## config.mk

```make
export PLATFORM = sky130hd
export DESIGN_NAME = alu_multicycle_sequencer
export DESIGN_NICKNAME = d
export VERILOG_FILES = /design/src/rtl/alu_multicycle_sequencer.sv
export SDC_FILE = /design/constraint.sdc
export NUM_CORES = 1
export LEC_CHECK = 0
export BUFFER_PORTS_ARGS = -buffer_cell sky130_fd_sc_hd__buf_2
export CAP_MARGIN = 20
export CELL_PAD_IN_SITES_DETAIL_PLACEMENT = 1
export CELL_PAD_IN_SITES_GLOBAL_PLACEMENT = 1
export CORE_MARGIN = 5
export CORE_UTILIZATION = 44
export CTS_BUF_LIST = sky130_fd_sc_hd__clkbuf_4
export DETAILED_ROUTE_END_ITERATION = 8
export GPL_ROUTABILITY_DRIVEN = 0
export PLACE_DENSITY_LB_ADDON = 0.12
export SYNTH_ARGS = -nofsm -noshare
export SYNTH_HDL_FRONTEND = slang
export SYNTH_SLANG_ARGS = --single-unit
export TNS_END_PERCENT = 30
```

## constraint.sdc

```tcl
create_clock -name clk -period 2.4 [get_ports clk]
set_clock_uncertainty 0.1 [all_clocks]
set_input_delay 0.36 -clock clk [delete_from_list [all_inputs] [get_ports clk]]
set_output_delay 0.36 -clock clk [all_outputs]
set_load 0.01 [all_outputs]
```

## src/rtl/alu_multicycle_sequencer.sv

```systemverilog
// alu_multicycle_sequencer: start/done sequencer around the ALU path; ADD/LUI/OR
// finish in one step, SLL/SRL shift one bit per cycle while busy_o stalls fetch.
module alu_multicycle_sequencer #(
  parameter int DATA_WIDTH  = 32,
  parameter int SHAMT_WIDTH = 5
) (
  input  logic                  clk,
  input  logic                  reset,
  input  logic                  start_i,
  input  logic [3:0]            ALU_Operation_i,
  input  logic [DATA_WIDTH-1:0] A_i,
  input  logic [DATA_WIDTH-1:0] B_i,
  output logic [DATA_WIDTH-1:0] result_o,
  output logic                  zero_o,
  output logic                  busy_o,
  output logic                  done_o
);
  localparam logic [3:0] OP_ADD = 4'b0000;
  localparam logic [3:0] OP_LUI = 4'b1000;
  localparam logic [3:0] OP_OR  = 4'b1001;
  localparam logic [3:0] OP_SLL = 4'b1100;
  localparam logic [3:0] OP_SRL = 4'b1101;
  typedef enum logic [1:0] {IDLE, SHIFT, DONE} state_t;
  state_t                 r_state;
  logic [DATA_WIDTH-1:0]  r_result;
  logic [DATA_WIDTH-1:0]  r_work;
  logic [SHAMT_WIDTH-1:0] r_cnt;
  logic                   r_dir;
  logic                   r_busy;
  logic                   r_done;
  logic [SHAMT_WIDTH-1:0] w_shamt;
  logic                   w_is_shift;
  logic [DATA_WIDTH-1:0]  w_single;
  logic [DATA_WIDTH-1:0]  w_next_work;
  always_comb begin
    w_shamt     = B_i[SHAMT_WIDTH-1:0];
    w_is_shift  = (ALU_Operation_i == OP_SLL) || (ALU_Operation_i == OP_SRL);
    // A zero-amount shift lands here too and simply passes A through.
    w_single    = (ALU_Operation_i == OP_ADD) ? A_i + B_i :
                  (ALU_Operation_i == OP_LUI) ? B_i :
                  (ALU_Operation_i == OP_OR)  ? A_i | B_i :
                  w_is_shift                  ? A_i : '0;
    w_next_work = r_dir ? r_work >> 1 : r_work << 1;
  end
  always_ff @(posedge clk or negedge reset) begin
    if (!reset) begin
      r_state  <= IDLE;
      r_result <= '0;
      r_work   <= '0;
      r_cnt    <= '0;
      r_dir    <= 1'b0;
      r_busy   <= 1'b0;
      r_done   <= 1'b0;
    end else begin
      case (r_state)
        SHIFT: begin
          r_work <= w_next_work;
          r_cnt  <= r_cnt - 1'b1;
          if (r_cnt == SHAMT_WIDTH'(1)) begin
            r_result <= w_next_work;
            r_state  <= DONE;
            r_busy   <= 1'b0;
            r_done   <= 1'b1;
          end
        end
        default: begin
          if (start_i && w_is_shift && w_shamt != '0) begin
            r_work  <= A_i;
            r_cnt   <= w_shamt;
            r_dir   <= ALU_Operation_i[0];
            r_state <= SHIFT;
            r_busy  <= 1'b1;
            r_done  <= 1'b0;
          end else if (start_i) begin
            r_result <= w_single;
            r_state  <= DONE;
            r_done   <= 1'b1;
          end else begin
            r_state <= IDLE;
            r_done  <= 1'b0;
          end
        end
      endcase
    end
  end
  assign result_o = r_result;
  assign zero_o   = (r_result == '0);
  assign busy_o   = r_busy;
  assign done_o   = r_done;
endmodule
```

After elaboration in Yosys (flattened, before gate mapping)
Index checks and enable logic that the tools add are counted.
Word-level totals
  output and inout bits: 35
  flip-flop bits (word level): 74
  logic and storage cells: 54
  bits of input ports: 71
Operators by class
  equal/unequal tests: 8
  add/sub/neg operators: 2
  multiplexer cells: 24
  reduce and logical (&&, ||, !) cells: 11
  bitwise operators: 2
Operators by type and width (count)
  two-way mux 32 bit: 11
  adder 32 bit: 1
  zero test 32 bit: 1
  OR 32 bit: 1
  equality test 4 bit (second input constant): 4
  two-way mux 5 bit: 2
  two-way mux 2 bit: 4
  two-way mux 1 bit: 7
  equality test 5 x 1 -> 1 bit (second input constant): 1
  nonzero test 5 bit: 1
  subtractor 5 x 1 -> 5 bit (second input constant): 1
  zero test 4 bit: 1
  AND reduction 2 bit: 2
  nonzero test 2 bit: 2
  AND reduction 3 bit: 1
  equality test 2 x 1 -> 1 bit (second input constant): 1
  logical AND 1 bit: 2
  inequality test 2 x 1 -> 1 bit (second input constant): 1
  inequality test 2 bit (second input constant): 1
  logical OR 1 bit: 1
  NOT 1 bit: 1

Depth between registers and ports, before layout
Gate-level depths: netlist (run 1).
  depth after elaboration: 9
  gate-level depth with buffers: 11
  gate-level depth less buffers: 9

Worst setup path before layout (run 1)
Ideal clock, no wire load.
  path kind: input-to-reg
  start point: in A_i[2]
  end point: reg r_result[27] (netlist: result_o[27])
  data required time: 2173 ps
  setup slack: -133 ps
  cell stages on the path: 9
  arrival time: 2306 ps
  library setup time: 127 ps
  path buffers: 0
  cell sequence: inv_1 > ha_1 > and3_4 > a2111oi_4 > o211ai_2 > a2111o_1 > a31oi_2 > xor2_1 > o21ai_1
Between the ends
  longest elaborated chain between the ends: 5
Ends and longest elaborated chain
  start, declared: RTL line 11  | input logic [DATA_WIDTH-1:0] A_i,
  adder 32 bit: RTL line 39  | w_single = (ALU_Operation_i == OP_ADD) ? A_i + B_i :
  two-way mux 32 bit: RTL line 39
  two-way mux 32 bit: RTL line 74  | end else if (start_i) begin
  two-way mux 32 bit: RTL line 67  | if (start_i && w_is_shift && w_shamt != '0) begin
  two-way mux 32 bit: RTL line 55  | case (r_state)
  end signal, assigned: RTL line 60  | r_result <= w_next_work;
  end signal, assigned: RTL line 75  | r_result <= w_single;
  end, declared: RTL line 25  | logic [DATA_WIDTH-1:0] r_result;
Every way passes these cells. The select of a mux whose other input is x is not followed.
A chain may end at the register's enable or synchronous reset.

Worst setup path in the final report (run 1)
  start point: reg r_result[19] (netlist: result_o[19])
  end point: out zero_o
Between the ends
  longest elaborated chain between the ends: 1
Ends and longest elaborated chain
  zero test 32 bit: RTL line 87  | assign zero_o = (r_result == '0);
  end, declared: RTL line 14  | output logic zero_o,
Every way passes these cells.

==> flow_summary.yaml, run 1 <==
synth:
  synth_edf_count: 0
  synthDistinctLibCells: 75
  synthCells: 922
  synth_top_area_share: 0.2593
  ys_ff_latch: 73
  async_flop_share: 1.000
  synthTopCellsByArea: "dfrtp_1 (26%), ha_1 (12%), a21oi_1 (6.7%)"
  synth-main-ff-cell: "dfrtp_1"
  yosys_warnings: 0
  synth_fp_nets: 1059
  synth.avg_cell_area_sq_um: 7.642
  seq_area_frac_synth: 0.2593
  syn_area_sq_um: 7046
  yosys.area.top_type: "dfrtp_1"
layout:
  syn_to_final_growth_pct: 29.55
  seqCellArea_sq_um: 1827
  drive_gt1_frac: 0.2720
  multiInputGateArea_sq_um: 4747
  final_cell_mix: "buf_4 (159), nand2_1 (107), buf_2 (104), a21oi_1 (95), inv_1 (76)"
  fin_cells: 1365
  num-fill-cells: 2059
  final_common_cell: "buf_4"
  layout.nets: 1279
sta:
  slew_headroom: 0.6322
  post-route-min-period_ps: 2386
  finalSetupViolCount: 0
  worst_slack_ps: 13.88
  hold-worst-slack_ps: 78.28
  finalMaxSlewViolations: 0
  rsz0062_at_grt: "false"
  fin_tns_setup_ps: 0
  fmax_ghz: 0.4191
  tightestPinTransition_ps: 548.4
  hold_viol: 0
  post-route-period-util: 0.9942
power:
  p_per_area_nw_per_um2: 583.6
  p_sw_frac: 0.4190
  p_comb_frac: 0.447
  power.total_uw: 5327
  clkPwrFrac: 0.177
  p_sw_uw: 2232
  p_seq_frac: 0.376
  p_leak_uw: 0.004457
  p_int_uw: 3095
  peakVddDrop_uv: 288.4
clock_tree:
  clockRootBuffer: "clkbuf_4"
  htree_levels: 3
  numCtsBuffers: 9
  clockBufferDepth: 2
  cts_tree: "yes"
  clk_pin_slew_ps: 140
  cts_sinks: 73
  clock_latency_ps: 470
placement:
  portBuffers: 105
  dp_slack_ps: -320.5
  dp_hpwl_mm: 23.84
  dp.cells: 1345
worst_setup_path:
  r2r-start: "r_cnt[0]"
  critical_path.reg2reg.endpoint: "result_o[22]"
  path_class: "flop to primary output"
  required_ps: 1940
  rrSetupSlack_ps: 120
  critPathArrivalTime_ps: 1930
  r2r_cells: 9
  worst-path-max-fanout: 4
  worstSetupStartpointType: "flop"
  endpoint_kind: "primary output"
floorplan:
  die_x_um: 136.5
  initial_core_util: 0.4468
  coreArea_sq_um: 15770
  chipHeight_um: 136.5
  rows: 46
  num_io_pins: 106
  dieArea_sq_um: 18640
flow_run:
  cap_violations: 0
worst_hold_path:
  min_path_type: "input port to flop"
  hold_depth: 3
  holdPathEnd: "r_work[31]"
  min_from: "A_i[31]"
global_route:
  grt_max_degree: 54
  grt_pass1_vias: 8541
  grt_antenna_before_repair: 1
  grt_usage: 0.3248
  grt_first_pass_wirelength_mm: 46.63
  overflow: 0
route:
  drcViolationCount: 0
  via_per_inst: 6.031
  dr.pass1.iters: 6
  ant_nets: 0
  drtIter0Drc: 714
  num_vias: 8232
  wire_per_inst_um: 21.96
  routed_wl_mm: 29.98
run_status:
  status: "finished, final reports clean"
==> power by group through the flow <==
stage                     registers, uW  logic, uW  clock network (uW)
after detailed placement           2010       2330                   0
final                              2000       2380                 943
after global placement             1990       2240                   0
after floorplan                    1900       1340                   0
after global routing               2040       2590                1010
after CTS                          1980       2360                 947
==> sequential cells by signal, indices dropped and copies added, names as in the netlist <==
| name | cells |
|---|---|
| r_work | 32 |
| result_o | 32 |
| r_cnt | 5 |
| r_state | 2 |
| busy_o | 1 |
| r_dir | 1 |
==> metal layers <==
| layer | wire length (um) | global-route usage | up-vias |
|---|---|---|---|
| met4 | 1090 | 0.1344 | 0 |
| li1 | - | - | 3749 |
| met5 | 0 | 0 | - |
| met3 | 1754 | 0.03971 | 83 |
| met2 | 13920 | 0.5208 | 320 |
| met1 | 13220 | 0.4438 | 4080 |
==> repair_timing <==
item | in CTS | in global routing
gates resized for setup | 2 | 0
endpoints found under the setup margin | 2 | 1
hold buffers | 1 | 0
pin swaps | 0 | 0
setup buffers | 0 | 1
hold endpoints to repair | 20 | 0
==> worst max-delay path, cell delays in order, from the launching register on <==
cell	delay, ps
dfrtp_1	490
nor4_2	380
nand4_1	300
nor2_1	160
buf_2	140
==> through the flow <==
| stage | util | instance area, sq um |
|---|---|---|
| after floorplan | - | 7083 |
| after global placement | 0.5663 | 8931 |
| after global routing | 0.5786 | 9125 |
| final | 0.5788 | 9128 |
| after detailed placement | 0.5663 | 8931 |
| after CTS | 0.5780 | 9115 |
==> how the worst max path moves through the flow <==
stage	to	start	depth (start not counted)
after detailed placement	result_o[28]	A_i[0]	11
after CTS	result_o[29]	r_cnt[0]	8
final	zero_o	result_o[19]	4
after floorplan	result_o[27]	A_i[1]	9
after global placement	result_o[28]	A_i[0]	11
after global routing	result_o[29]	r_cnt[0]	8
==> cell type report <==
class                           count  share of cell area
Multi-Input combinational cell    711              0.5201
Sequential cell                    73              0.2001
Clock buffer                        9            0.007402
Antenna cell                        2           0.0005483
Timing Repair Buffer              269              0.1999
Tap cell                          216             0.02961
Inverter                           78             0.03208
Clock inverter                      7             0.01028
==> cell families (layout without fill, tap and decap cells) <==
logic type	count (synthesis)	in the layout	synth area share
adders and majority gates	66	66	0.1183
xor gates and xnor gates	20	20	0.02486
other	0	2	0
and+or+nand+nor	278	278	0.1868
AOI/OAI and AO/OA	314	314	0.2868
buffers and inverters	138	363	0.07565
muxes	33	33	0.04830
DFF	73	73	0.2593
==> cell usage after synthesis (3+ instances only) <==
master and number:
nand2_1 107, a21oi_1 95, inv_1 76, dfrtp_1 73, ha_1 65, nor2_1 59
clkbuf_1 46, a211oi_1 45, o21ai_0 39, a31oi_1 31, and2_1 28, o21ai_1 28
mux2i_1 25, nor3_1 15, nand4_1 14, nand3_1 12, nor4_1 12, xnor2_1 12
buf_2 9, o31ai_1 9, o221ai_1 8, xor2_1 8, and3_1 6, mux2_2 6
o211ai_1 6, a21o_1 5, nand2b_1 5, o21bai_1 5, a22o_1 4, a22oi_1 4
buf_1 4, nor2b_1 4, o21a_1 3
Note: power is estimated with default switching activity, not from simulation.
==> inputs of run 2 (changes only) <==
--- a/config.mk
+++ b/config.mk
@@ -15,6 +15,8 @@
 export DETAILED_ROUTE_END_ITERATION = 8
 export GPL_ROUTABILITY_DRIVEN = 0
 export PLACE_DENSITY_LB_ADDON = 0.12
+export RECOVER_POWER = 25
+export SKIP_LAST_GASP = 1
 export SYNTH_ARGS = -nofsm -noshare
 export SYNTH_HDL_FRONTEND = slang
 export SYNTH_SLANG_ARGS = --single-unit
==> flow_summary.yaml, run 2 (synthesized netlist as in run 1, its figures left out) <==
worst_setup_path:
  path_cells: "nor4_2 -> nand4_1 -> nor2_1 -> buf_2"
  endpoint_kind: "primary output"
  rrSetupSlack_ps: 120
  worstSetupStartpointType: "flop"
  path_class: "flop to primary output"
  critPathArrivalTime_ps: 1910
  slowest_stage: "dfrtp_1"
  required_ps: 1940
  critical_path.reg2reg.endpoint: "result_o[22]"
  r2r_cells: 9
  r2r-start: "r_cnt[0]"
  critical_path.max_stage_delay_ps: 490
  worst-path-max-fanout: 3
clock_tree:
  cts_sinks: 73
  clockRootBuffer: "clkbuf_4"
  clk_pin_slew_ps: 140
  cts_tree: "yes"
  htree_levels: 3
  numCtsBuffers: 9
  clockBufferDepth: 2
  clock_latency_ps: 470
layout:
  final_cell_mix: "buf_4 (158), nand2_1 (107), buf_2 (104), a21oi_1 (95), inv_1 (76)"
  drive_gt1_frac: 0.2711
  layout.nets: 1279
  final_common_cell: "buf_4"
  fin_cells: 1364
  syn_to_final_growth_pct: 29.34
route:
  drtIter0Drc: 728
  via_per_inst: 6.007
  ant_nets: 0
  routed_wl_mm: 29.99
  drcViolationCount: 0
  dr.pass1.iters: 5
  wire_per_inst_um: 21.98
  num_vias: 8194
power:
  p_sw_frac: 0.4193
  p_int_uw: 3093
  p_seq_frac: 0.376
  p_per_area_nw_per_um2: 584.4
  peakVddDrop_uv: 287.3
  p_comb_frac: 0.447
  clkPwrFrac: 0.177
  p_sw_uw: 2233
  p_leak_uw: 0.004450
global_route:
  grt_antenna_before_repair: 1
  overflow: 0
  grt_max_degree: 54
  grt_usage: 0.3246
  grt_first_pass_wirelength_mm: 46.62
  grt_pass1_vias: 8546
worst_hold_path:
  min_from: "A_i[31]"
  hold_depth: 3
  holdPathEnd: "r_work[31]"
  min_path_type: "input port to flop"
sta:
  post-route-min-period_ps: 2372
  rsz0062_at_grt: "false"
  tightestPinTransition_ps: 1329
  fmax_ghz: 0.4216
  hold-worst-slack_ps: 76.56
  post-route-period-util: 0.9882
  finalSetupViolCount: 0
  hold_viol: 0
  fin_tns_setup_ps: 0
  slew_headroom: 0.1139
  finalMaxSlewViolations: 0
  worst_slack_ps: 28.24
placement:
  dp.cells: 1345
  portBuffers: 105
  dp_slack_ps: -320.5
  dp_hpwl_mm: 23.84
floorplan:
  rows: 46
  dieArea_sq_um: 18640
  chipHeight_um: 136.5
  coreArea_sq_um: 15770
  die_x_um: 136.5
  initial_core_util: 0.4468
  num_io_pins: 106
run_status:
  status: "finished, final reports clean"
flow_run:
  cap_violations: 0
-- run 2: through the flow --
step	instance area [sq um]	util	total power, uW
floorplan	7083	-	3241
global route	9112	0.5778	5639
detailed placement	8931	0.5663	4334
finish	9112	0.5778	5325
CTS	9109	0.5776	5286
global placement	8931	0.5663	4230
-- run 2: worst max path at each step --
stage	from	end	slack, ps	cells past startpoint
CTS	r_cnt[0]	result_o[29]	-60	8
global route	r_cnt[0]	result_o[29]	20	8
global placement	A_i[0]	result_o[28]	-270	11
detailed placement	A_i[0]	result_o[28]	-320	11
floorplan	A_i[1]	result_o[27]	-10	9
finish	result_o[19]	zero_o	30	4
-- run 2: routing by layer --
| layer | wire, um | global-route usage | vias to the layer above |
|---|---|---|---|
| met5 | 0 | 0 | - |
| met1 | 13190 | 0.4434 | 4030 |
| met4 | 1048 | 0.1338 | 0 |
| li1 | - | - | 3755 |
| met3 | 1791 | 0.04044 | 78 |
| met2 | 13960 | 0.5203 | 331 |
-- run 2: area by class of cell --
| type | count | area, sq um |
|---|---|---|
| inverters | 78 | 292.8 |
| clock buffers | 9 | 67.56 |
| flip-flops and latches | 73 | 1827 |
| fillers | 2061 | 6658 |
| multi-input cells | 711 | 4747 |
| repair buffers | 269 | 1812 |
| diodes | 1 | 2.502 |
| clock inverters | 7 | 93.84 |
| well taps | 216 | 270.3 |
-- run 2: repair_timing --
item                                    CTS  global route
endpoints found under the setup margin    2             1
buffers inserted                          0             1
hold endpoints to repair                 20             0
gates resized for setup                   1             1
hold buffers                              1             0
-- run 2: power groups by stage --
stage / registers [uW] / logic, uW / clock network, uW
2_1_floorplan: 1900 / 1340 / 0
3_3_place_gp: 1990 / 2240 / 0
3_5_place_dp: 2010 / 2330 / 0
4_1_cts: 1980 / 2350 / 947
5_1_grt: 2040 / 2590 / 1010
6_report: 2000 / 2380 / 944
-- run 2: worst max-delay path: cells and delay by family, from the launching register on --
kind | cells | cell delay (ps)
AND/OR/NAND/NOR | 3 | 830
flip-flops | 1 | 490
buffers and inverters | 1 | 140
